$ cat src/rtl/str_stream_pkg.sv
// Shared types and byte classification for the streaming tokenizer.
package str_stream_pkg;

   localparam logic [7:0] QUOTE_CHAR = 8'h22;
   localparam logic [7:0] WS_SPACE   = 8'h20;
   localparam logic [7:0] WS_TAB     = 8'h09;
   localparam logic [7:0] WS_LF      = 8'h0a;

   typedef enum logic [1:0] {ClsData, ClsQuote, ClsDelim, ClsWs} byte_class_e;

   typedef enum logic [1:0] {StIdle, StTok, StFlush, StClose} splitter_state_e;

   function automatic logic is_ws(input logic [7:0] b);
      return (b == WS_SPACE) || (b == WS_TAB) || (b == WS_LF);
   endfunction

   // A quote byte is always data and takes precedence over a delimiter slot holding 0x22.
   function automatic byte_class_e classify(input logic [7:0] b, input logic quote_q,
                                            input logic strip_en, input logic quote_en,
                                            input logic delim_hit);
      if (quote_en && b == QUOTE_CHAR) return ClsQuote;
      if (!quote_q && delim_hit) return ClsDelim;
      if (strip_en && !quote_q && is_ws(b)) return ClsWs;
      return ClsData;
   endfunction

endpackage

$ cat src/rtl/str_ws_fifo.sv
// Small synchronous byte FIFO holding whitespace that may turn out to be trailing.
module str_ws_fifo #(
   parameter int unsigned Depth = 8
) (
   input  logic       clk_i,
   input  logic       rst_ni,
   input  logic       clr_i,
   input  logic       push_i,
   input  logic [7:0] data_i,
   input  logic       pop_i,
   output logic [7:0] data_o,
   output logic       full_o,
   output logic       empty_o
);

   localparam int unsigned PtrW = (Depth > 1) ? $clog2(Depth) : 1;
   localparam int unsigned CntW = $clog2(Depth + 1);

   logic [7:0]      mem_q [Depth];
   logic [PtrW-1:0] wr_ptr_q, rd_ptr_q;
   logic [CntW-1:0] cnt_q;
   logic            do_push, do_pop;

   assign full_o  = (cnt_q == CntW'(Depth));
   assign empty_o = (cnt_q == '0);
   assign data_o  = mem_q[rd_ptr_q];
   assign do_push = push_i && !full_o && !clr_i;
   assign do_pop  = pop_i && !empty_o && !clr_i;

   function automatic logic [PtrW-1:0] ptr_inc(input logic [PtrW-1:0] p);
      return (p == PtrW'(Depth - 1)) ? '0 : p + PtrW'(1);
   endfunction

   always_ff @(posedge clk_i or negedge rst_ni) begin
      if (!rst_ni) begin
         wr_ptr_q <= '0;
         rd_ptr_q <= '0;
         cnt_q    <= '0;
      end else if (clr_i) begin
         wr_ptr_q <= '0;
         rd_ptr_q <= '0;
         cnt_q    <= '0;
      end else begin
         if (do_push) wr_ptr_q <= ptr_inc(wr_ptr_q);
         if (do_pop) rd_ptr_q <= ptr_inc(rd_ptr_q);
         if (do_push && !do_pop) cnt_q <= cnt_q + CntW'(1);
         else if (do_pop && !do_push) cnt_q <= cnt_q - CntW'(1);
      end
   end

   always_ff @(posedge clk_i) begin
      if (do_push) mem_q[wr_ptr_q] <= data_i;
   end

endmodule

$ cat src/rtl/str_stream_splitter.sv
// Streaming tokenizer: splits bytes on programmable delimiters with quoting and
// optional whitespace stripping; emits token bytes with an end-of-token marker.
module str_stream_splitter
   import str_stream_pkg::*;
#(
   parameter int unsigned NumDelims  = 4,
   parameter int unsigned WsBufDepth = 8,
   parameter int unsigned TokCntW    = 16
) (
   input  logic                   clk_i,
   input  logic                   rst_ni,
   input  logic [8*NumDelims-1:0] delim_i,
   input  logic [NumDelims-1:0]   delim_en_i,
   input  logic                   strip_en_i,
   input  logic                   quote_en_i,
   input  logic                   in_valid_i,
   output logic                   in_ready_o,
   input  logic [7:0]             in_data_i,
   input  logic                   in_last_i,
   output logic                   out_valid_o,
   input  logic                   out_ready_i,
   output logic [7:0]             out_data_o,
   output logic                   out_last_o,
   output logic [TokCntW-1:0]     tok_count_o,
   output logic                   done_o,
   output logic                   ws_ovf_o
);

   splitter_state_e state_q, state_d;
   logic [7:0]   h_q, h_d, pend_q, pend_d;
   logic         pend_ws_q, pend_ws_d, pend_last_q, pend_last_d;
   logic         quote_q, rdy_q, ovf_q, done_q, after_done_q;
   logic         out_valid_q, out_last_q, out_end_q;
   logic [7:0]   out_data_q;
   logic [TokCntW-1:0] tok_cnt_q;

   logic         delim_hit, out_free, accept;
   byte_class_e  cls;
   logic         out_load, out_d_last, out_d_end, tok_inc, ovf_set, end_empty, done_d;
   logic         ws_push, ws_pop, ws_clr, ws_full, ws_empty;
   logic [7:0]   ws_wdata, ws_rdata;

   always_comb begin
      delim_hit = 1'b0;
      for (int k = 0; k < int'(NumDelims); k++) begin
         if (delim_en_i[k] && delim_i[8*k +: 8] == in_data_i) delim_hit = 1'b1;
      end
   end

   assign cls      = classify(in_data_i, quote_q, strip_en_i, quote_en_i, delim_hit);
   assign out_free = !out_valid_q || out_ready_i;
   assign accept   = in_valid_i && in_ready_o;

   // Idle holds off a new stream until the previous stream's final byte is taken,
   // so done_o and the count clear stay ordered.
   always_comb begin
      in_ready_o = 1'b0;
      if (rdy_q) begin
         case (state_q)
            StIdle:  in_ready_o = !(out_valid_q && out_end_q);
            StTok:   in_ready_o = out_free;
            default: in_ready_o = 1'b0;
         endcase
      end
   end

   always_comb begin
      state_d     = state_q;
      h_d         = h_q;
      pend_d      = pend_q;
      pend_ws_d   = pend_ws_q;
      pend_last_d = pend_last_q;
      out_load    = 1'b0;
      out_d_last  = 1'b0;
      out_d_end   = 1'b0;
      tok_inc     = 1'b0;
      ovf_set     = 1'b0;
      end_empty   = 1'b0;
      ws_push     = 1'b0;
      ws_pop      = 1'b0;
      ws_clr      = 1'b0;
      ws_wdata    = in_data_i;
      case (state_q)
         StIdle: begin
            if (accept) begin
               if (cls == ClsData || cls == ClsQuote) begin
                  h_d     = in_data_i;
                  state_d = in_last_i ? StClose : StTok;
               end else if (in_last_i) begin
                  end_empty = 1'b1;
               end
            end
         end
         StTok: begin
            if (accept) begin
               unique case (cls)
                  ClsData, ClsQuote: begin
                     if (ws_empty) begin
                        out_load = 1'b1;
                        h_d      = in_data_i;
                        state_d  = in_last_i ? StClose : StTok;
                     end else begin
                        pend_d      = in_data_i;
                        pend_ws_d   = 1'b0;
                        pend_last_d = in_last_i;
                        state_d     = StFlush;
                     end
                  end
                  ClsWs: begin
                     if (ws_full) begin
                        ovf_set     = 1'b1;
                        pend_d      = in_data_i;
                        pend_ws_d   = 1'b1;
                        pend_last_d = in_last_i;
                        state_d     = StFlush;
                     end else if (in_last_i) begin
                        ws_clr     = 1'b1;
                        out_load   = 1'b1;
                        out_d_last = 1'b1;
                        out_d_end  = 1'b1;
                        tok_inc    = 1'b1;
                        state_d    = StIdle;
                     end else begin
                        ws_push = 1'b1;
                     end
                  end
                  ClsDelim: begin
                     ws_clr     = 1'b1;
                     out_load   = 1'b1;
                     out_d_last = 1'b1;
                     out_d_end  = in_last_i;
                     tok_inc    = 1'b1;
                     state_d    = StIdle;
                  end
               endcase
            end
         end
         StFlush: begin
            // Overflowed whitespace: once the committed bytes are out, the pending
            // blank starts a fresh trailing run.
            if (ws_empty && pend_ws_q) begin
               if (pend_last_q) begin
                  state_d = StClose;
               end else begin
                  ws_push  = 1'b1;
                  ws_wdata = pend_q;
                  state_d  = StTok;
               end
            end else if (out_free) begin
               out_load = 1'b1;
               if (!ws_empty) begin
                  ws_pop = 1'b1;
                  h_d    = ws_rdata;
               end else begin
                  h_d     = pend_q;
                  state_d = pend_last_q ? StClose : StTok;
               end
            end
         end
         StClose: begin
            if (out_free) begin
               out_load   = 1'b1;
               out_d_last = 1'b1;
               out_d_end  = 1'b1;
               tok_inc    = 1'b1;
               state_d    = StIdle;
            end
         end
         default: state_d = StIdle;
      endcase
   end

   assign done_d = (out_valid_q && out_ready_i && out_last_q && out_end_q) || end_empty;

   str_ws_fifo #(
      .Depth (WsBufDepth)
   ) u_ws_fifo (
      .clk_i   (clk_i),
      .rst_ni  (rst_ni),
      .clr_i   (ws_clr),
      .push_i  (ws_push),
      .data_i  (ws_wdata),
      .pop_i   (ws_pop),
      .data_o  (ws_rdata),
      .full_o  (ws_full),
      .empty_o (ws_empty)
   );

   always_ff @(posedge clk_i or negedge rst_ni) begin
      if (!rst_ni) begin
         state_q      <= StIdle;
         h_q          <= '0;
         pend_q       <= '0;
         pend_ws_q    <= 1'b0;
         pend_last_q  <= 1'b0;
         quote_q      <= 1'b0;
         rdy_q        <= 1'b0;
         ovf_q        <= 1'b0;
         done_q       <= 1'b0;
         after_done_q <= 1'b0;
         out_valid_q  <= 1'b0;
         out_data_q   <= '0;
         out_last_q   <= 1'b0;
         out_end_q    <= 1'b0;
         tok_cnt_q    <= '0;
      end else begin
         state_q     <= state_d;
         h_q         <= h_d;
         pend_q      <= pend_d;
         pend_ws_q   <= pend_ws_d;
         pend_last_q <= pend_last_d;
         rdy_q       <= 1'b1;
         done_q      <= done_d;
         if (ovf_set) ovf_q <= 1'b1;
         if (accept) begin
            if (in_last_i) quote_q <= 1'b0;
            else if (cls == ClsQuote) quote_q <= !quote_q;
         end
         if (done_d) after_done_q <= 1'b1;
         else if (accept) after_done_q <= 1'b0;
         if (accept && after_done_q) tok_cnt_q <= '0;
         else if (tok_inc && tok_cnt_q != '1) tok_cnt_q <= tok_cnt_q + TokCntW'(1);
         if (out_load) begin
            out_valid_q <= 1'b1;
            out_data_q  <= h_q;
            out_last_q  <= out_d_last;
            out_end_q   <= out_d_end;
         end else if (out_ready_i) begin
            out_valid_q <= 1'b0;
         end
      end
   end

   assign out_valid_o = out_valid_q;
   assign out_data_o  = out_data_q;
   assign out_last_o  = out_last_q;
   assign tok_count_o = tok_cnt_q;
   assign done_o      = done_q;
   assign ws_ovf_o    = ovf_q;

endmodule

$ cat config.mk
export PLATFORM = sky130hd
export DESIGN_NAME = str_stream_splitter
export DESIGN_NICKNAME = d
export VERILOG_FILES = /design/src/rtl/str_stream_pkg.sv /design/src/rtl/str_ws_fifo.sv /design/src/rtl/str_stream_splitter.sv
export SDC_FILE = /design/constraint.sdc
export NUM_CORES = 1
export LEC_CHECK = 0
export ABC_AREA = 0
export BUFFER_PORTS_ARGS = -buffer_cell sky130_fd_sc_hd__buf_2
export CORE_ASPECT_RATIO = 0.75
export CORE_UTILIZATION = 30
export DETAILED_ROUTE_END_ITERATION = 8
export SETUP_SLACK_MARGIN = 0.05
export SYNTH_ARGS = -nofsm -noshare
export SYNTH_HDL_FRONTEND = slang
export SYNTH_SLANG_ARGS = --single-unit
$ cat constraint.sdc
create_clock -name clk_i -period 4.7 [get_ports clk_i]
set_input_delay 0.705 -clock clk_i [delete_from_list [all_inputs] [get_ports clk_i]]
set_output_delay 0.705 -clock clk_i [all_outputs]
set_load 0.02 [all_outputs]
After elaboration in Yosys (flattened, before gate mapping)

Memory sizes are Yosys's and may differ from the RTL's.
Cells that the tools add are included.

Flip-flop bits (word level): 62
RAM bits: 64
Input port bits: 51
Memories kept: 1

Add/sub/neg operators: 5
Equality and inequality tests: 31
Multiplexer cells: 105
Reductions and logical operators: 52

Memory list:

| memory          | words | width | read ports | clocked after memory_dff | wr ports | RTL line          | source |
|---|---|---|---|---|---|---|---|
| u_ws_fifo.mem_q | 8     | 8     | 1          | 0                        | 1        | str_ws_fifo.sv:19 | `logic [7:0] mem_q [Depth];` |

Operators with widths:

| cell                                                                  | count |
|---|---|
| 8-bit two-way mux                                                     | 13 |
| 1-bit two-way mux                                                     | 49 |
| 2-bit two-way mux                                                     | 18 |
| 8-bit equality test                                                   | 4 |
| 16-bit two-way mux                                                    | 2 |
| 8-bit one-hot mux with 3 select lines                                 | 1 |
| 1-bit logical AND                                                     | 22 |
| 3-bit two-way mux                                                     | 6 |
| 16-bit by 1-bit adder with 16-bit output, second input constant       | 1 |
| 8-bit by 4-bit equality test with 1-bit output, second input constant | 2 |
| 8-bit by 6-bit equality test with 1-bit output, second input constant | 2 |
| 16-bit inequality test, second input constant                         | 1 |
| 1-bit one-hot mux with 2 select lines                                 | 8 |
| 8-bit one-hot mux with 2 select lines                                 | 1 |
| 2-bit inequality test, second input constant                          | 7 |
| 2-bit nonzero test                                                    | 7 |
| 4-bit two-way mux                                                     | 3 |
| 2-bit equality test, second input constant                            | 4 |
| 1-bit logical NOT                                                     | 8 |
| 2-bit one-hot mux with 4 select lines                                 | 1 |
| 8-bit AND reduction                                                   | 1 |
| 7-bit AND reduction                                                   | 1 |
| 3-bit by 1-bit adder with 3-bit output, second input constant         | 2 |
| 3-bit equality test, second input constant                            | 2 |
| 17 further kinds                                                      | 27 |

Depth between registers and ports, before layout

Word-level depth: 25
Mapped depth: 19

Cells and area by module

From an unflattened synthesis, not the netlist that was laid out.

Cell total of the unflattened synthesis: 507
Area total of the unflattened synthesis: 6550.0 um2

Modules (own cells, without submodules):

| module              | times used | cells each | area an instance (um2) |
|---|---|---|---|
| str_stream_splitter | 1          | 340        | 3367.0 |
| str_ws_fifo         | 1          | 167        | 3183.1 |

Least setup slack after synthesis

No wires, ideal clock.

Path kind: input to register
Start: in in_data_i[1]
End: reg u_ws_fifo.cnt_q[3]
Setup time: 132 ps
Arrival: 3478 ps
Setup slack: 1090 ps
Cell stages on the path: 17
Buffers on the path: 1
Cell sequence: buf_4 xnor2_1 nand4_1 nor3_2 nor4_4 a211oi_4 a21o_1 or2_2 ha_1 inv_1 ha_1 a21o_1 a21oi_1 xnor2_1 nor2_1 xnor2_1 nor2_1

Word-level cells in the longest chain between the ends: 22
Elaborated cells between the ends (all ways): 51

Ends and longest elaborated chain:

| what                            | RTL line                             | source |
|---|---|---|
| from (decl)                     | str_stream_splitter.sv:18            | `input logic [7:0] in_data_i,` |
| 8-bit equality test             | str_stream_splitter.sv:46            | `if (delim_en_i[k] && delim_i[8*k +: 8] == in_data_i) delim_hit = 1'b1;` |
| 1-bit logical AND               | str_stream_splitter.sv:46            |  |
| 1-bit two-way mux (4 in series) | str_stream_splitter.sv:46            |  |
| 1-bit logical AND               | str_stream_pkg.sv:22                 | `if (!quote_q && delim_hit) return ClsDelim;` |
| 2-bit two-way mux               | str_stream_pkg.sv:22                 |  |
| 2-bit two-way mux               | str_stream_pkg.sv:23                 | `if (strip_en && !quote_q && is_ws(b)) return ClsWs;` |
| 2-bit two-way mux               | str_stream_pkg.sv:24                 | `return ClsData;` |
| 2-bit two-way mux               | str_stream_pkg.sv:23                 |  |
| (+3 left out)                   | --                                   |  |
| 1-bit two-way mux               | str_stream_splitter.sv:95            | `if (accept) begin` |
| 1-bit two-way mux               | str_stream_splitter.sv:83            | `case (state_q)` |
| 1-bit logical NOT               | str_ws_fifo.sv:27, str_ws_fifo.sv:28 |  |
| 1-bit logical AND               | str_ws_fifo.sv:28                    | `assign do_pop = pop_i && !empty_o && !clr_i;` |
| 1-bit logical NOT               | str_ws_fifo.sv:46                    | `if (do_push && !do_pop) cnt_q <= cnt_q + CntW'(1);` |
| 1-bit logical AND               | str_ws_fifo.sv:46                    |  |
| 4-bit two-way mux               | str_ws_fifo.sv:46                    |  |
| 4-bit two-way mux               | str_ws_fifo.sv:39                    | `end else if (clr_i) begin` |
| to (signal assigned)            | str_ws_fifo.sv:46                    |  |
| to (signal assigned)            | str_ws_fifo.sv:47                    | `else if (do_pop && !do_push) cnt_q <= cnt_q - CntW'(1);` |
| to (decl)                       | str_ws_fifo.sv:21                    | `logic [CntW-1:0] cnt_q;` |

Every way passes the cells marked *; elsewhere a longest branch is shown, timed or not. The select of a mux whose other input is x is not followed.
A chain may end at the register's enable or synchronous reset.

Worst setup path after layout

Start: reg state_q[1]
End: reg u_ws_fifo.cnt_q[3]

Word-level cells in the longest chain between the ends: 12
Elaborated cells between the ends (all ways): 23

Ends and longest elaborated chain:

| what                                                                                | RTL line                                             | source |
|---|---|---|
| from (decl)                                                                         | str_stream_splitter.sv:29                            | `splitter_state_e state_q, state_d;` |
| from (signal assigned)                                                              | str_stream_splitter.sv:191                           | `state_q <= StIdle;` |
| from (signal assigned)                                                              | str_stream_splitter.sv:207                           | `state_q <= state_d;` |
| 2-bit by 1-bit equality test with 1-bit output or 2-bit logical NOT (tied branches) | str_stream_splitter.sv:59, str_stream_splitter.sv:83 |  |
| 1-bit one-hot mux with 2 select lines                                               | str_stream_splitter.sv:59                            | `case (state_q)` |
| 1-bit two-way mux                                                                   | str_stream_splitter.sv:58                            | `if (rdy_q) begin` |
| 1-bit logical AND                                                                   | str_stream_splitter.sv:52                            | `assign accept = in_valid_i && in_ready_o;` |
| 1-bit two-way mux                                                                   | str_stream_splitter.sv:95                            |  |
| 1-bit two-way mux                                                                   | str_stream_splitter.sv:83                            |  |
| 1-bit logical NOT                                                                   | str_ws_fifo.sv:27, str_ws_fifo.sv:28                 |  |
| 1-bit logical AND                                                                   | str_ws_fifo.sv:28                                    |  |
| 1-bit logical NOT                                                                   | str_ws_fifo.sv:46                                    |  |
| 1-bit logical AND                                                                   | str_ws_fifo.sv:46                                    |  |
| 4-bit two-way mux                                                                   | str_ws_fifo.sv:46                                    |  |
| 4-bit two-way mux                                                                   | str_ws_fifo.sv:39                                    |  |

Several ways; a longest one is shown, not always the timed one.

==> impl_metrics.ini <==
[synth]
synthSimpleGateAreaFrac_pct = 12.2
synth.distinct_cells = 65
synth_area_per_cell_um2 = 12.9
synth_top_family_by_area = multiplexers
seq_area_frac_synth_pct = 53.6
number_of_flops_mapped_to_enable_cells_by_yosys = 64
yosys_register_bits = 126
netlist_area_mm2 = 0.00648
synth-adder-area-share_pct = 2.63
yosysWarnings = 0
synthDominantAreaCellType = edfxtp_1
synth.mux.area_fraction_pct = 15.4
ys.flop_type = edfxtp_1
synthesized_area_fraction_occupied_by_ao_oa_aoi_and_oai_cells_pct = 7.63
synth.area.top_cells = edfxtp_1, dfrtp_1, mux4_2
share_of_the_synthesized_area_in_the_top_cell_type_pct = 29.7
synth-xor-area-share_pct = 5.54
syn_inst = 504
async_flop_share_pct = 49.2
mappedNetlistNets = 568

[worst_setup_path]
worst_ep_arrival_time_ns = 4.42
cp_max_fo = 14
worst-endpoint-required_ns = 4.98
worstSetupEndpointType = flip-flop
critPathKind = flip-flop to flip-flop
critical_path.startpoint_type = flip-flop

[clocking]
post_cts.resized_instances = 0
tritoncts = done
post-cts-setup-buffer-count = 0
clk_tree_root_cell = clkbuf_16
hold_fix_buffers_at_cts = 0
ctsLongestPathBuffers = 2
clkTransAtPathRegs_ns = 0.06
cts.sinks = 126
clk-insertion-delay-late_ns = 0.41
h-tree-depth = 4
tritoncts.num_buffers = 17

[sta]
max_slew.worst_pin.slew_ns = 1.15
timing_hold_violations_final = 0
layout_min_cycle_time_ns = 4.14
grt_setup_unrepaired = false
finalSetupViolations = 0
layout_worst_path_cycle_share_pct = 88.0
finClkSkew_ns = 0.00936
totalNegativeSetupSlack_ns = 0
fin_worst_hold_slack_ns = 0.179
maxClockFrequency_mhz = 242
slew_violations = 0
relSlewSlack_pct = 23.1

[floorplan]
design.portCount = 80
num_rows = 46
fp.dieArea_mm2 = 0.0222
start_util_pct = 30.6
core_area_mm2 = 0.0212
die-width_um = 172
die_h_um = 129

[place]
finalWeightedCongestion = 0.835
io_buffer_count = 79
dpl.hpwl_um = 10900

[final_layout]
n_antenna_cell = 0
flow.area_growth_from_synthesis_pct = 19.8
layout.cells.most_common = buf_2
drive_gt1_share_pct = 31.2
final_cell_mix = buf_2, edfxtp_1, dfrtp_1
design.final.nets = 652

[detailed_routing]
post_drt_wl_per_cell_um = 17.4
routed_wl_um = 15400
drt_iter0_drc = 490
drc = 2
drt-vias-per-instance = 5.00
detailedRoute.firstPassIterationCount = 7
route.antenna.remaining_nets = 0
via_count = 4436

[grt]
first_global_vias = 4438
antenna_found_initial = 0
grt_use_total_pct = 14.1
grt_pass1_wl_um = 23400
pin_count_of_the_biggest_net_entering_global_routing = 49
globalRoute.totalOverflow = 0

[outcome]
run_status = finished, violations left
violations = design-rule violations

[power_and_ir_drop]
powerDensity_mw_per_mm2 = 553
peakVddDrop_mv = 0.297
leakagePower_nw = 3.05

[flow_run]
max_cap_viol_count = 0

[hold_path]
hold_path_class = input pin to async pin
## synth_stat cells, drive strengths merged, types with 10 or more instances
master	instances
a21oi	16
buf	17
clkbuf	10
dfrtp	62
edfxtp	64
ha	12
inv	12
mux2	43
mux2i	12
mux4	16
nand2	36
nand3	13
nor2	28
nor3	11
o21ai	21
xnor2	35
## area by class of cell
class | instances | area (um2)
clock buffers | 18 | 429
inverters | 12 | 45.0
multi-input cells | 339 | 2820
well taps | 288 | 360
flip-flops and latches | 126 | 3470
repair buffers | 92 | 493
clock inverters | 13 | 140
fillers | 2040 | 13400
## worst max-delay path, stage by stage, from the launching register on
cell and delay (ns):
dfrtp_1 0.43, inv_1 0.10, ha_1 0.38, a22oi_1 0.18, and3b_1 0.41, nand2_1 0.22
a211oi_4 0.39, a21o_1 0.39, or2_2 0.19, ha_1 0.22, inv_1 0.09, ha_1 0.27
a21o_1 0.16, a21oi_1 0.19, xnor2_1 0.14, nor2_1 0.07, xnor2_1 0.13, nor2_1 0.05
## sequential cells by signal, summed over array words and instances (netlist names)
| signal | flops |
|---|---|
| u_ws_fifo.mem_q | 64 |
| out_last_o | 1 |
| out_data_o | 8 |
| tok_count_o | 16 |
| pend_q | 8 |
| done_o | 1 |
| pend_last_q | 1 |
| quote_q | 1 |
| u_ws_fifo.rd_ptr_q | 3 |
| h_q | 8 |
| out_valid_o | 1 |
| u_ws_fifo.wr_ptr_q | 3 |
| rdy_q | 1 |
| state_q | 2 |
| out_end_q | 1 |
| after_done_q | 1 |
| ws_ovf_o | 1 |
| u_ws_fifo.cnt_q | 4 |
| pend_ws_q | 1 |
## logic make-up (layout without fill, tap and decap cells)
kind of cell | Yosys count | after routing
simple gates | 143 | 143
flops | 126 | 126
mux | 71 | 71
compound gates | 70 | 70
xor+xnor | 41 | 41
buf+inv | 39 | 135
fa+ha+maj | 13 | 13
other cells | 1 | 1
## power breakdown
part	leakage [nW]	switching (mW)	internal [mW]
sequential	1.36	0.260	1.37
clock	0.272	0.489	0.779
combinational	1.42	0.706	0.689
total	3.05	1.46	2.84
## path summary, 6_finish.rpt
kind,startpoint,endpoint,slack [ns],depth (start not counted)
setup / recovery,state_q[1],u_ws_fifo.cnt_q[3],0.56,17
hold / removal,rst_ni,out_data_o[4],0.18,1
setup reg to reg,state_q[1],u_ws_fifo.cnt_q[3],0.56,17
hold reg to reg,ws_ovf_o,ws_ovf_o,0.49,1
max in group asynchronous,rst_ni,out_end_q,3.58,2
min in group clk_i,ws_ovf_o,ws_ovf_o,0.49,1
## through the flow
step                setup WS [ns]  util (%)  power, mW  std cells  area (um2)
floorplan                    1.09         -       2.64        504        6480
global placement            0.538      34.0       2.98        857        7200
CTS                         0.676      36.7       4.32        888        7760
finish                      0.563      36.7       4.29        888        7760
detailed placement          0.402      34.0       3.04        857        7200
global route                0.330      36.7       4.52        888        7760
## routing by layer
layer / part of all wire, % / up-vias / GRT usage [%]
li1: - / 2036 / -
met5: 0 / - / 0
met3: 6.3 / 14 / 3.57
met1: 44 / 2226 / 18.1
met2: 49 / 160 / 23.4
met4: 0.73 / 0 / 4.52
Power figures use the tool's default switching activity.
